$ cat src/rtl/multi_cycle_sequencer206_if.sv
`default_nettype none
// ============================================================================
// Module   : multi_cycle_sequencer206_if
// Brief    : Decoder, memory handshake and datapath control bundle for the
//            multi-cycle sequencer. The master side is the sequencer itself;
//            the slave side is its environment (decoder, memory, datapath).
// Revision : 1.0 - initial release
// ============================================================================
interface multi_cycle_sequencer206_if #(
    parameter int CNT_W = 32
) ();
    // Environment -> sequencer
    logic             run;
    logic             mem_ready;
    logic             is_jump;
    logic             is_branch;
    logic             branch_taken;
    logic             is_load;
    logic             is_store;
    logic             reg_wr;

    // Sequencer -> environment
    logic             mem_req;
    logic             mem_we;
    logic             mem_sel_data;
    logic             ir_wr;
    logic             pc_wr;
    logic [1:0]       pc_src;
    logic             reg_wr_en;
    logic [2:0]       state;
    logic             busy;
    logic             fault;
    logic             retired;
    logic [CNT_W-1:0] retire_cnt;

    modport master (
        input  run, mem_ready, is_jump, is_branch, branch_taken,
               is_load, is_store, reg_wr,
        output mem_req, mem_we, mem_sel_data, ir_wr, pc_wr, pc_src,
               reg_wr_en, state, busy, fault, retired, retire_cnt
    );

    modport slave (
        output run, mem_ready, is_jump, is_branch, branch_taken,
               is_load, is_store, reg_wr,
        input  mem_req, mem_we, mem_sel_data, ir_wr, pc_wr, pc_src,
               reg_wr_en, state, busy, fault, retired, retire_cnt
    );
endinterface
`default_nettype wire

$ cat src/rtl/multi_cycle_sequencer206.sv
`default_nettype none
// ============================================================================
// Module   : multi_cycle_sequencer206
// Brief    : Multi-cycle control sequencer. Walks each instruction through
//            FETCH/DECODE/EXEC/MEM/WB over one shared handshaked memory port,
//            emits per-step write enables, counts retired instructions and
//            traps into a sticky FAULT state on a memory timeout.
// Revision : 1.0 - initial release
// ============================================================================
module multi_cycle_sequencer206 #(
    parameter int MEM_TIMEOUT = 16,
    parameter int CNT_W       = 32
) (
    input  wire logic                   clk,
    input  wire logic                   rst,
    multi_cycle_sequencer206_if.master  bus
);

    // Encoding 6 is unused; it falls into the default branch and traps.
    typedef enum logic [2:0] {
        S_IDLE   = 3'd0,
        S_FETCH  = 3'd1,
        S_DECODE = 3'd2,
        S_EXEC   = 3'd3,
        S_MEM    = 3'd4,
        S_WB     = 3'd5,
        S_FAULT  = 3'd7
    } state_t;

    localparam int                c_WAIT_W   = (MEM_TIMEOUT > 1) ? $clog2(MEM_TIMEOUT) : 1;
    localparam logic [c_WAIT_W-1:0] c_WAIT_MAX = c_WAIT_W'(MEM_TIMEOUT - 1);

    localparam logic [1:0] c_SRC_SEQ    = 2'b00;
    localparam logic [1:0] c_SRC_BRANCH = 2'b01;
    localparam logic [1:0] c_SRC_JUMP   = 2'b10;

    state_t              state_q, state_d;
    logic [c_WAIT_W-1:0] wait_q,  wait_d;
    logic [CNT_W-1:0]    cnt_q,   cnt_d;

    logic       w_mem_req;
    logic       w_mem_we;
    logic       w_mem_sel_data;
    logic       w_ir_wr;
    logic       w_pc_wr;
    logic [1:0] w_pc_src;
    logic       w_reg_wr_en;
    logic       w_retire;
    logic       w_timeout;
    logic       w_in_access;

    // Only FETCH and MEM wait on the memory port.
    assign w_in_access = (state_q == S_FETCH) || (state_q == S_MEM);

    generate
        if (MEM_TIMEOUT > 0) begin : g_timeout_on
            // Last permitted wait cycle has elapsed and memory still has not answered.
            assign w_timeout = (wait_q == c_WAIT_MAX) && !bus.mem_ready;
        end else begin : g_timeout_off
            assign w_timeout = 1'b0;
        end
    endgenerate

    // Next-state and strobe decode from the registered state plus same-cycle inputs.
    always_comb begin
        state_d        = state_q;
        w_mem_req      = 1'b0;
        w_mem_we       = 1'b0;
        w_mem_sel_data = 1'b0;
        w_ir_wr        = 1'b0;
        w_pc_wr        = 1'b0;
        w_pc_src       = c_SRC_SEQ;
        w_reg_wr_en    = 1'b0;
        w_retire       = 1'b0;

        case (state_q)
            S_IDLE: begin
                if (bus.run) begin
                    state_d = S_FETCH;
                end
            end

            S_FETCH: begin
                w_mem_req = 1'b1;
                if (bus.mem_ready) begin
                    w_ir_wr = 1'b1;
                    state_d = S_DECODE;
                end else if (w_timeout) begin
                    state_d = S_FAULT;
                end
            end

            S_DECODE: begin
                state_d = S_EXEC;
            end

            S_EXEC: begin
                if (bus.is_jump) begin
                    w_pc_wr     = 1'b1;
                    w_pc_src    = c_SRC_JUMP;
                    w_reg_wr_en = bus.reg_wr;
                    w_retire    = 1'b1;
                end else if (bus.is_branch) begin
                    w_pc_wr  = 1'b1;
                    w_pc_src = bus.branch_taken ? c_SRC_BRANCH : c_SRC_SEQ;
                    w_retire = 1'b1;
                end else if (bus.is_load || bus.is_store) begin
                    state_d = S_MEM;
                end else begin
                    state_d = S_WB;
                end
            end

            S_MEM: begin
                w_mem_req      = 1'b1;
                w_mem_sel_data = 1'b1;
                w_mem_we       = bus.is_store;
                if (bus.mem_ready) begin
                    if (bus.is_store) begin
                        w_pc_wr  = 1'b1;
                        w_retire = 1'b1;
                    end else begin
                        state_d = S_WB;
                    end
                end else if (w_timeout) begin
                    state_d = S_FAULT;
                end
            end

            S_WB: begin
                w_reg_wr_en = bus.reg_wr;
                w_pc_wr     = 1'b1;
                w_retire    = 1'b1;
            end

            S_FAULT: begin
                state_d = S_FAULT;
            end

            default: begin
                state_d = S_FAULT;
            end
        endcase

        // Instruction boundary: run is only looked at here and in IDLE.
        if (w_retire) begin
            state_d = bus.run ? S_FETCH : S_IDLE;
        end
    end

    // Wait counter restarts on every new memory access and counts unanswered cycles.
    always_comb begin
        wait_d = wait_q;
        if ((state_d != state_q) && ((state_d == S_FETCH) || (state_d == S_MEM))) begin
            wait_d = '0;
        end else if (w_in_access && !bus.mem_ready) begin
            wait_d = wait_q + 1'b1;
        end
    end

    // Retired-instruction counter wraps naturally at its width.
    always_comb begin
        cnt_d = cnt_q;
        if (w_retire) begin
            cnt_d = cnt_q + 1'b1;
        end
    end

    // State, wait counter and retire counter registers.
    always_ff @(posedge clk or posedge rst) begin
        if (rst) begin
            state_q <= S_IDLE;
            wait_q  <= '0;
            cnt_q   <= '0;
        end else begin
            state_q <= state_d;
            wait_q  <= wait_d;
            cnt_q   <= cnt_d;
        end
    end

    // Strobes are masked by rst so a write in flight is cut off the instant reset rises.
    assign bus.mem_req      = w_mem_req      & ~rst;
    assign bus.mem_we       = w_mem_we       & ~rst;
    assign bus.mem_sel_data = w_mem_sel_data & ~rst;
    assign bus.ir_wr        = w_ir_wr        & ~rst;
    assign bus.pc_wr        = w_pc_wr        & ~rst;
    assign bus.pc_src       = rst ? c_SRC_SEQ : w_pc_src;
    assign bus.reg_wr_en    = w_reg_wr_en    & ~rst;
    assign bus.retired      = w_retire       & ~rst;
    assign bus.state        = state_q;
    assign bus.busy         = (state_q != S_IDLE) && (state_q != S_FAULT);
    assign bus.fault        = (state_q == S_FAULT);
    assign bus.retire_cnt   = cnt_q;

endmodule
`default_nettype wire

$ cat src/flat_wrapper.sv
// flat-port wrapper written by rule: the top's interface ports become plain ports
module multi_cycle_sequencer206_flat 
#(
    parameter int MEM_TIMEOUT = 16,
    parameter int CNT_W       = 32
)
  (clk, rst, bus_run, bus_mem_ready, bus_is_jump, bus_is_branch, bus_branch_taken, bus_is_load, bus_is_store, bus_reg_wr, bus_mem_req, bus_mem_we, bus_mem_sel_data, bus_ir_wr, bus_pc_wr, bus_pc_src, bus_reg_wr_en, bus_state, bus_busy, bus_fault, bus_retired, bus_retire_cnt);
  multi_cycle_sequencer206_if #(.CNT_W(CNT_W)) bus_i ();
  input  wire logic clk;
  input  wire logic rst;
  input wire logic [$bits(bus_i.run)-1:0] bus_run;
  input wire logic [$bits(bus_i.mem_ready)-1:0] bus_mem_ready;
  input wire logic [$bits(bus_i.is_jump)-1:0] bus_is_jump;
  input wire logic [$bits(bus_i.is_branch)-1:0] bus_is_branch;
  input wire logic [$bits(bus_i.branch_taken)-1:0] bus_branch_taken;
  input wire logic [$bits(bus_i.is_load)-1:0] bus_is_load;
  input wire logic [$bits(bus_i.is_store)-1:0] bus_is_store;
  input wire logic [$bits(bus_i.reg_wr)-1:0] bus_reg_wr;
  output wire logic [$bits(bus_i.mem_req)-1:0] bus_mem_req;
  output wire logic [$bits(bus_i.mem_we)-1:0] bus_mem_we;
  output wire logic [$bits(bus_i.mem_sel_data)-1:0] bus_mem_sel_data;
  output wire logic [$bits(bus_i.ir_wr)-1:0] bus_ir_wr;
  output wire logic [$bits(bus_i.pc_wr)-1:0] bus_pc_wr;
  output wire logic [$bits(bus_i.pc_src)-1:0] bus_pc_src;
  output wire logic [$bits(bus_i.reg_wr_en)-1:0] bus_reg_wr_en;
  output wire logic [$bits(bus_i.state)-1:0] bus_state;
  output wire logic [$bits(bus_i.busy)-1:0] bus_busy;
  output wire logic [$bits(bus_i.fault)-1:0] bus_fault;
  output wire logic [$bits(bus_i.retired)-1:0] bus_retired;
  output wire logic [$bits(bus_i.retire_cnt)-1:0] bus_retire_cnt;
  assign bus_i.run = bus_run;
  assign bus_i.mem_ready = bus_mem_ready;
  assign bus_i.is_jump = bus_is_jump;
  assign bus_i.is_branch = bus_is_branch;
  assign bus_i.branch_taken = bus_branch_taken;
  assign bus_i.is_load = bus_is_load;
  assign bus_i.is_store = bus_is_store;
  assign bus_i.reg_wr = bus_reg_wr;
  assign bus_mem_req = bus_i.mem_req;
  assign bus_mem_we = bus_i.mem_we;
  assign bus_mem_sel_data = bus_i.mem_sel_data;
  assign bus_ir_wr = bus_i.ir_wr;
  assign bus_pc_wr = bus_i.pc_wr;
  assign bus_pc_src = bus_i.pc_src;
  assign bus_reg_wr_en = bus_i.reg_wr_en;
  assign bus_state = bus_i.state;
  assign bus_busy = bus_i.busy;
  assign bus_fault = bus_i.fault;
  assign bus_retired = bus_i.retired;
  assign bus_retire_cnt = bus_i.retire_cnt;
  multi_cycle_sequencer206 #(.MEM_TIMEOUT(MEM_TIMEOUT), .CNT_W(CNT_W)) u_core (.clk(clk), .rst(rst), .bus(bus_i));
endmodule
$ cat config.mk
export PLATFORM = sky130hd
export DESIGN_NAME = multi_cycle_sequencer206_flat
export DESIGN_NICKNAME = d
export VERILOG_FILES = /design/src/rtl/multi_cycle_sequencer206_if.sv /design/src/rtl/multi_cycle_sequencer206.sv /design/src/flat_wrapper.sv
export SDC_FILE = /design/constraint.sdc
export NUM_CORES = 1
export LEC_CHECK = 0
export CAP_MARGIN = 10
export CELL_PAD_IN_SITES_DETAIL_PLACEMENT = 0
export CELL_PAD_IN_SITES_GLOBAL_PLACEMENT = 1
export CORE_MARGIN = 8
export CORE_UTILIZATION = 41
export CTS_BUF_LIST = sky130_fd_sc_hd__clkbuf_8
export CTS_CLUSTER_SIZE = 25
export DETAILED_ROUTE_END_ITERATION = 8
export PLACE_DENSITY_LB_ADDON = 0.1
export SLEW_MARGIN = 15
export SYNTH_ARGS = -nofsm -noshare
export SYNTH_HDL_FRONTEND = slang
export SYNTH_SLANG_ARGS = --single-unit
$ cat constraint.sdc
create_clock -name clk -period 4.35 [get_ports clk]
set_input_delay 1.0875 -clock clk [delete_from_list [all_inputs] [get_ports clk]]
set_output_delay 1.0875 -clock clk [all_outputs]
set_load 0.01 [all_outputs]
### Word-level counts from Yosys, hierarchy flattened

Cells that the tools add are included.

| storage, ports and cells | value |
|---|---|
| register bits after elaboration | 39 |
| output and inout port bits | 46 |

| cells by class | value |
|---|---|
| reduce and logical (&&, ||, !) cells | 12 |
| equality and inequality tests | 11 |
| add/subtract/negate cells | 2 |
| bitwise gates (word level) | 7 |
| multiplexer cells | 30 |

Operators by type and width:

| operator | number |
|---|---|
| 32-bit by 1-bit adder with 32-bit output (second input constant) | 1 |
| 3-bit two-way mux | 8 |
| 3-bit case mux with 6 select lines | 1 |
| 1-bit two-way mux | 13 |
| 3-bit == test (second input constant) | 4 |
| 2-bit two-way mux | 4 |
| 4-bit two-way mux | 2 |
| 1-bit AND | 6 |
| 3-bit by 1-bit == test with 1-bit output (second input constant) | 2 |
| 3-bit by 2-bit == test with 1-bit output (second input constant) | 2 |
| 4-bit by 1-bit adder with 4-bit output (second input constant) | 1 |
| 4-bit == test (second input constant) | 1 |
| 1-bit logical AND | 4 |
| 3-bit zero test | 1 |
| 1-bit logical OR | 3 |
| 3-bit inequality test | 1 |
| 3-bit inequality test (second input constant) | 1 |
| 1-bit case mux with 3 select lines | 1 |
| 3-bit nonzero test | 1 |
| 1-bit case mux with 2 select lines | 1 |
| 2-bit nonzero test | 1 |
| 2-bit OR reduction | 1 |
| 1-bit zero test | 1 |
| 1-bit inverter | 1 |

### Depth between registers and ports, before layout

Gate-level depths: netlist (run 1).

| depth | value |
|---|---|
| word-level depth | 10 |
| mapped depth | 7 |
| gate-level depth less buffers | 6 |

### Worst setup path after synthesis (run 1)

No wires, ideal clock.

| path | value |
|---|---|
| kind | input port to output port |
| start point | in bus_mem_ready |
| end point | out bus_retired |
| data arrival time | 2052 ps |
| required time | 3263 ps |
| buffers on the path | 3 |
| cell stages on the path | 6 |
| path slack | 1210 ps |
| cell sequence | clkbuf_2 -> a21oi_1 -> o22a_1 -> buf_6 -> nor2_1 -> buf_4 |

| between the ends | value |
|---|---|
| cells in the longest elaborated chain, start to end | 3 |

RTL lines:

| element | line | text |
|---|---|---|
| start: declaration | flat_wrapper.sv:12 | `input wire logic [$bits(bus_i.mem_ready)-1:0] bus_mem_ready;` |
| 1-bit two-way mux | - |  |
| 1-bit case mux with 3 select lines | - |  |
| 1-bit AND | - |  |
| end: declaration | flat_wrapper.sv:29 | `output wire logic [$bits(bus_i.retired)-1:0] bus_retired;` |

No other way between the ends.

### Worst setup path in the final report (run 1)

| path | value |
|---|---|
| start point | in bus_mem_ready |
| end point | out bus_pc_wr |

| between the ends | value |
|---|---|
| cells in the longest elaborated chain, start to end | 3 |

RTL lines:

| element | line | text |
|---|---|---|
| 1-bit two-way mux | multi_cycle_sequencer206.sv:118 | `if (bus.mem_ready) begin` |
| 1-bit case mux with 3 select lines | multi_cycle_sequencer206.sv:76 | `case (state_q)` |
| 1-bit AND | multi_cycle_sequencer206.sv:187 | `assign bus.pc_wr = w_pc_wr & ~rst;` |
| end: declaration | flat_wrapper.sv:23 | `output wire logic [$bits(bus_i.pc_wr)-1:0] bus_pc_wr;` |

No other way between the ends.

==> out/metrics.cfg, run 1 <==
[outcome]
status = completed

[sta]
holdWs_ns = 0.477
finalMaxSlewViolations = 0
rsz0062_at_grt = no
final.period_utilization_pct = 89.4
worst_pin_slew_ns = 0.860
relSlewSlack_pct = 42.6
setup_viol = 0
hold_viol = 0
fin_crit_ns = 3.89
fin_ws_ns = 0.462
finClkSkew_ns = 0.00190
tns_ns = 0
fmax_mhz = 257

[power]
p_seq_share_pct = 39.3
switchingPower_mw = 0.498
leakage_nw = 1.14
clockPowerShare_pct = 21.8
p_per_area_nw_per_um2 = 494
power.share.combinational_pct = 38.9
switching_share_pct = 36.3
vdd.ir_drop.worst_mv = 0.228
finalPower_mw = 1.37
intPower_mw = 0.872

[synthesis]
synth-seq-area-share_pct = 47.7
ys_ff_latch = 39
avgSynthCellArea_um2 = 10.2
synth_top_flop_cell = dfrtp_1
synthCells = 201
synth-edff-count = 0
synth_nets = 213
synth_area_um2 = 2050
synth.distinct_cells = 40
async_flop_share_pct = 100
ys_warn_count = 0

[cts]
cts_sinks = 39
holdBufCountCts = 0
cts_tree = yes
clkLatencyLatePin_ns = 0.29
cts_resized = 0
htreeDepth = 2
clk_pin_slew_ns = 0.08
numCtsBuffers = 5
root_buffer = clkbuf_8
cts_setup_buffers = 0
cts_buffer_depth = 2

[route]
avgRoutedWirePerCell_um = 14.3
wirelength_um = 4660
post-route-drc-count = 0
drt_first_pass_iters = 4
drtAntennaViolNets = 0
via_count = 1668
viasPerCell = 5.12
drt-initial-drc-count = 42

[setup_path]
crit_path_end = bus_pc_wr
r2r_cells = 6
critPathLaunchType = primary input
crit_start = bus_mem_ready
crit_type = primary input to primary output
end_kind = primary output
arrival_ns = 2.80
cp_max_fo = 8
cp_data_required_time_ns = 3.26
r2r_start = u_core.bus.state[2]$_DFF_PP0_
worstReg2RegEnd = u_core.bus.retire_cnt[31]$_DFFE_PP0P_
rrSetupSlack_ns = 2.08

[place]
dp_hpwl_um = 3430
io_buffers = 55
dp_worst_setup_slack_ns = 0.445
gp_congestion = 0.739
placed_area_um2 = 2660

[global_route]
grt_busiest_layer = met2
grt_use_met2_pct = 19.9
grt_pass1_vias = 1601
overflow = 0
grtUsageMet3_pct = 4.06
antenna_found_initial = 0
grt.total_usage_pct = 12.7
grt_max_degree = 25
grtUsageMet1_pct = 16.0
grt_pass1_wl_um = 7680

[min_path]
hold_class = flop to flop

[floorplanning]
num_io_pins = 56
die_height_um = 86.7
rows = 25
core-area_um2 = 4790
fp.dieW_um = 86.7
fp.dieArea_um2 = 7510
initial_utilization_pct = 42.8

[layout]
fin_area_um2 = 2770
drive_gt1_share_pct = 6.95
final_nets = 270
area_growth_syn_to_layout_pct = 35.3
nFillCells = 434
diodes = 0

[job]
drv_cap = 0

cells in the mapped netlist (all sizes together) (2+ instances only):
library cell,instances,area (µm²)
clkbuf,3,12.5
and2,2,12.5
dfrtp,39,976
nor4,4,40.0
nor2b,2,12.5
ha,2,25.0
nor2,13,48.8
xor2,7,61.3
nand2b,4,32.5
nand2,18,67.6
nand3,16,80.1
nor4b,2,38.8
nor3,6,30.0
and4,4,35.0
a21oi,8,40.0
and3,6,37.5
inv,6,22.5
buf,5,33.8
nand4,8,50.1
xnor2,28,245
a21o,3,22.5
o21ai,3,15.0
sequential cells by signal (all words and copies together), names as in the netlist:
signal / flops
u_core.bus.retire_cnt: 32
u_core.bus.state: 3
u_core.wait_q: 4
layout make-up:
cell class / instances / area, µm² / share of cell area [%]
sequential: 39 / 976 / 35.2
clock buffer: 5 / 68.8 / 2.48
clock inverter: 3 / 43.8 / 1.58
inverter: 6 / 22.5 / 0.813
tap: 67 / 83.8 / 3.03
timing repair buffer: 58 / 573 / 20.7
multi-input combinational: 148 / 1000 / 36.2
per-layer routing:
layer  vias to the layer above  routed length, µm
met5                         -                  0
met4                         0                 34
met3                         4                279
met2                        49               2120
met1                       798               2220
li1                        817                  -
layout by cell type (no fill, tap or decap), drive strengths merged, types with 2 or more instances in the layout:
| master | n |
|---|---|
| clkdlybuf4s50 | 55 |
| dfrtp | 39 |
| xnor2 | 28 |
| nand2 | 18 |
| nand3 | 16 |
| nor2 | 13 |
| a21oi | 8 |
| nand4 | 8 |
| xor2 | 7 |
| inv | 6 |
| and3 | 6 |
| nor3 | 6 |
| clkbuf | 5 |
| and4 | 4 |
| nor4 | 4 |
| nand2b | 4 |
| a21o | 3 |
| o21ai | 3 |
| buf | 3 |
| and2 | 2 |
| nor2b | 2 |
| ha | 2 |
| nor4b | 2 |
| clkinv | 2 |
worst min-delay path by stage:
stage,depth (start not counted),start,end
finish,1,u_core.bus.retire_cnt[31]$_DFFE_PP0P_,u_core.bus.retire_cnt[31]$_DFFE_PP0P_
global placement,1,u_core.bus.retire_cnt[31]$_DFFE_PP0P_,u_core.bus.retire_cnt[31]$_DFFE_PP0P_
global route,1,u_core.bus.retire_cnt[31]$_DFFE_PP0P_,u_core.bus.retire_cnt[31]$_DFFE_PP0P_
detailed placement,1,u_core.bus.retire_cnt[31]$_DFFE_PP0P_,u_core.bus.retire_cnt[31]$_DFFE_PP0P_
CTS,1,u_core.bus.retire_cnt[31]$_DFFE_PP0P_,u_core.bus.retire_cnt[31]$_DFFE_PP0P_
floorplan,1,u_core.bus.retire_cnt[31]$_DFFE_PP0P_,u_core.bus.retire_cnt[31]$_DFFE_PP0P_
stage by stage:
| step | instances | utilization [%] |
|---|---|---|
| global placement | 318 | 55.5 |
| detailed placement | 318 | 55.5 |
| global route | 326 | 57.9 |
| floorplan | 201 | - |
| finish | 326 | 57.9 |
| CTS | 326 | 57.9 |
critical path, stage by stage:
cell             delay [ns]
clkdlybuf4s50_1        0.61
a21oi_1                0.17
o22a_1                 0.25
nor2_1                 0.12
clkdlybuf4s50_1        0.56
power groups by stage:
stage	clock, mW	combinational, mW	sequential (mW)
after floorplan	0	0.355	0.512
after global placement	0	0.538	0.545
after detailed placement	0	0.542	0.547
after CTS	0.305	0.542	0.539
after global routing	0.324	0.593	0.552
final	0.298	0.533	0.539
cell families (layout without fill, tap and decap cells):
family / Yosys count / after routing / synth area share (%)
xor+xnor: 35 / 35 / 15.0
simple gates: 87 / 87 / 24.6
compound gates: 22 / 22 / 7.15
flops: 39 / 39 / 47.7
fa+ha+maj: 2 / 2 / 1.22
buf+inv: 14 / 72 / 3.36
mux: 2 / 2 / 1.04
Note: power is estimated with default switching activity, not from simulation.
==> run 2, diff against run 1 <==
--- a/config.mk
+++ b/config.mk
@@ -9,10 +9,11 @@
 export CELL_PAD_IN_SITES_DETAIL_PLACEMENT = 0
 export CELL_PAD_IN_SITES_GLOBAL_PLACEMENT = 1
 export CORE_MARGIN = 8
-export CORE_UTILIZATION = 41
+export CORE_UTILIZATION = 45
 export CTS_BUF_LIST = sky130_fd_sc_hd__clkbuf_8
 export CTS_CLUSTER_SIZE = 25
 export DETAILED_ROUTE_END_ITERATION = 8
+export DONT_BUFFER_PORTS = 1
 export PLACE_DENSITY_LB_ADDON = 0.1
 export SLEW_MARGIN = 15
 export SYNTH_ARGS = -nofsm -noshare
==> out/metrics.cfg, run 2 (same netlist as run 1, synthesis figures left out) <==
[cts]
numCtsBuffers = 5  ; unchanged
htreeDepth = 2  ; unchanged
cts_setup_buffers = 0  ; unchanged
clkLatencyLatePin_ns = 0.28  ; was 0.29 ns
cts_buffer_depth = 2  ; unchanged
cts_resized = 0  ; unchanged
cts_tree = yes  ; unchanged
cts_sinks = 39  ; unchanged
root_buffer = clkbuf_8  ; unchanged
holdBufCountCts = 0  ; unchanged
clk_pin_slew_ns = 0.07  ; was 0.08 ns

[place]
dp_hpwl_um = 3240  ; was 3430 µm
dp_worst_setup_slack_ns = 1.07  ; was 0.445 ns
gp_congestion = 0.809  ; was 0.739
io_buffers = 0  ; was 55

[sta]
relSlewSlack_pct = 58.6  ; was 42.6%
fin_crit_ns = 3.29  ; was 3.89 ns
fmax_mhz = 304  ; was 257 MHz
rsz0062_at_grt = no  ; unchanged
fin_ws_ns = 1.06  ; was 0.462 ns
finalMaxSlewViolations = 0  ; unchanged
hold_viol = 0  ; unchanged
final.period_utilization_pct = 75.7  ; was 89.4%
finClkSkew_ns = 0.00347  ; was 0.00190 ns
tns_ns = 0  ; unchanged
worst_pin_slew_ns = 0.620  ; was 0.860 ns
setup_viol = 0  ; unchanged

[setup_path]
cp_data_required_time_ns = 3.26  ; about the same
r2r_cells = 5  ; was 6
arrival_ns = 2.20  ; was 2.80 ns
cp_max_fo = 9  ; was 8
crit_type = primary input to primary output  ; unchanged
critPathLaunchType = primary input  ; unchanged
end_kind = primary output  ; unchanged

[floorplanning]
num_io_pins = 56  ; unchanged
fp.dieW_um = 83.4  ; was 86.7 µm
rows = 24  ; was 25
fp.dieArea_um2 = 6960  ; was 7510 µm²
core-area_um2 = 4380  ; was 4790 µm²
initial_utilization_pct = 46.7  ; was 42.8%
die_height_um = 83.4  ; was 86.7 µm

[global_route]
antenna_found_initial = 0  ; unchanged
grt_max_degree = 40  ; was 25
grt.total_usage_pct = 12.3  ; was 12.7%
overflow = 0  ; unchanged
grt_pass1_wl_um = 7180  ; was 7680 µm
grt_pass1_vias = 1400  ; was 1601

[layout]
largest_reg_flops = 32  ; unchanged
nFillCells = 407  ; was 434
multi_input_area_um2 = 1000  ; unchanged
diodes = 0  ; unchanged
layout_common_cells = dfrtp_1 (39), xnor2_1 (28), nand2_1 (18)  ; was clkdlybuf4s50_1 (55), dfrtp_1 (39), xnor2_1 (28)
final_nets = 213  ; was 270
mostFrequentLayoutCell = dfrtp_1  ; was clkdlybuf4s50_1
seq_area_um2 = 976  ; unchanged
area_growth_syn_to_layout_pct = 5.26  ; was 35.3%
drive_gt1_share_pct = 6.93  ; was 6.95%

[route]
drt-initial-drc-count = 48  ; was 42
drtAntennaViolNets = 0  ; unchanged
post-route-drc-count = 0  ; unchanged
via_count = 1457  ; was 1668
wirelength_um = 4430  ; was 4660 µm
drt_first_pass_iters = 4  ; unchanged
avgRoutedWirePerCell_um = 17.5  ; was 14.3 µm
viasPerCell = 5.74  ; was 5.12

[power]
p_per_area_nw_per_um2 = 532  ; was 494 nW/µm²
leakage_nw = 0.927  ; was 1.14 nW
vdd.ir_drop.worst_mv = 0.234  ; was 0.228 mV

[outcome]
status = completed  ; unchanged

[job]
drv_cap = 0  ; unchanged

[min_path]
hold_class = flop to flop  ; unchanged
hold_path_depth = 1  ; unchanged

[run 2: cell type report]
type | count | area share, %
clock buffer | 5 | 3.19
clock inverter | 3 | 0.581
inverter | 6 | 1.05
multi-input combinational | 148 | 46.5
sequential | 39 | 45.3
tap | 52 | 3.02
timing repair buffer | 1 | 0.348
[run 2: final timing paths]
| check | slack, ns | from | endpoint |
|---|---|---|---|
| max | 1.06 | bus_is_branch | bus_retired |
| min | 0.55 | u_core.bus.retire_cnt[31]$_DFFE_PP0P_ | u_core.bus.retire_cnt[31]$_DFFE_PP0P_ |
| max reg2reg | 1.90 | u_core.bus.state[0]$_DFF_PP0_ | u_core.bus.retire_cnt[31]$_DFFE_PP0P_ |
| min reg2reg | 0.55 | u_core.bus.retire_cnt[31]$_DFFE_PP0P_ | u_core.bus.retire_cnt[31]$_DFFE_PP0P_ |
| max in group asynchronous | 3.20 | rst | u_core.wait_q[0]$_DFFE_PP0P_ |
| min in group asynchronous | 0.80 | rst | u_core.bus.retire_cnt[7]$_DFFE_PP0P_ |
[run 2: worst max-delay path, stage by stage]
cell	delay (ns)
nor2_1	0.35
o22a_1	0.55
nor2_1	0.22
[run 2: per-layer routing]
layer | routed length, µm | GRT usage [%] | vias up
met3 | 387 | 5.96 | 5
met4 | 50 | 4.40 | 0
li1 | - | - | 697
met2 | 2060 | 18.4 | 50
met5 | 0 | 0 | -
met1 | 1940 | 15.0 | 705
[run 2: through the flow]
| step | instance area, µm² | total power [mW] | hold slack [ns] | cells | utilization (%) |
|---|---|---|---|---|---|
| after global placement | 2070 | 0.919 | 0.536 | 246 | 47.3 |
| final | 2150 | 1.15 | 0.548 | 254 | 49.1 |
| after CTS | 2150 | 1.16 | 0.566 | 254 | 49.1 |
| after global routing | 2150 | 1.23 | 0.585 | 254 | 49.1 |
| after floorplan | 2050 | 0.867 | 0.504 | 201 | - |
| after detailed placement | 2070 | 0.930 | 0.551 | 246 | 47.3 |
[run 2: power by group]
| group | internal, mW | switching (mW) | total (mW) |
|---|---|---|---|
| logic | 0.149 | 0.202 | 0.351 |
| registers | 0.420 | 0.149 | 0.569 |
| clock network | 0.108 | 0.117 | 0.225 |
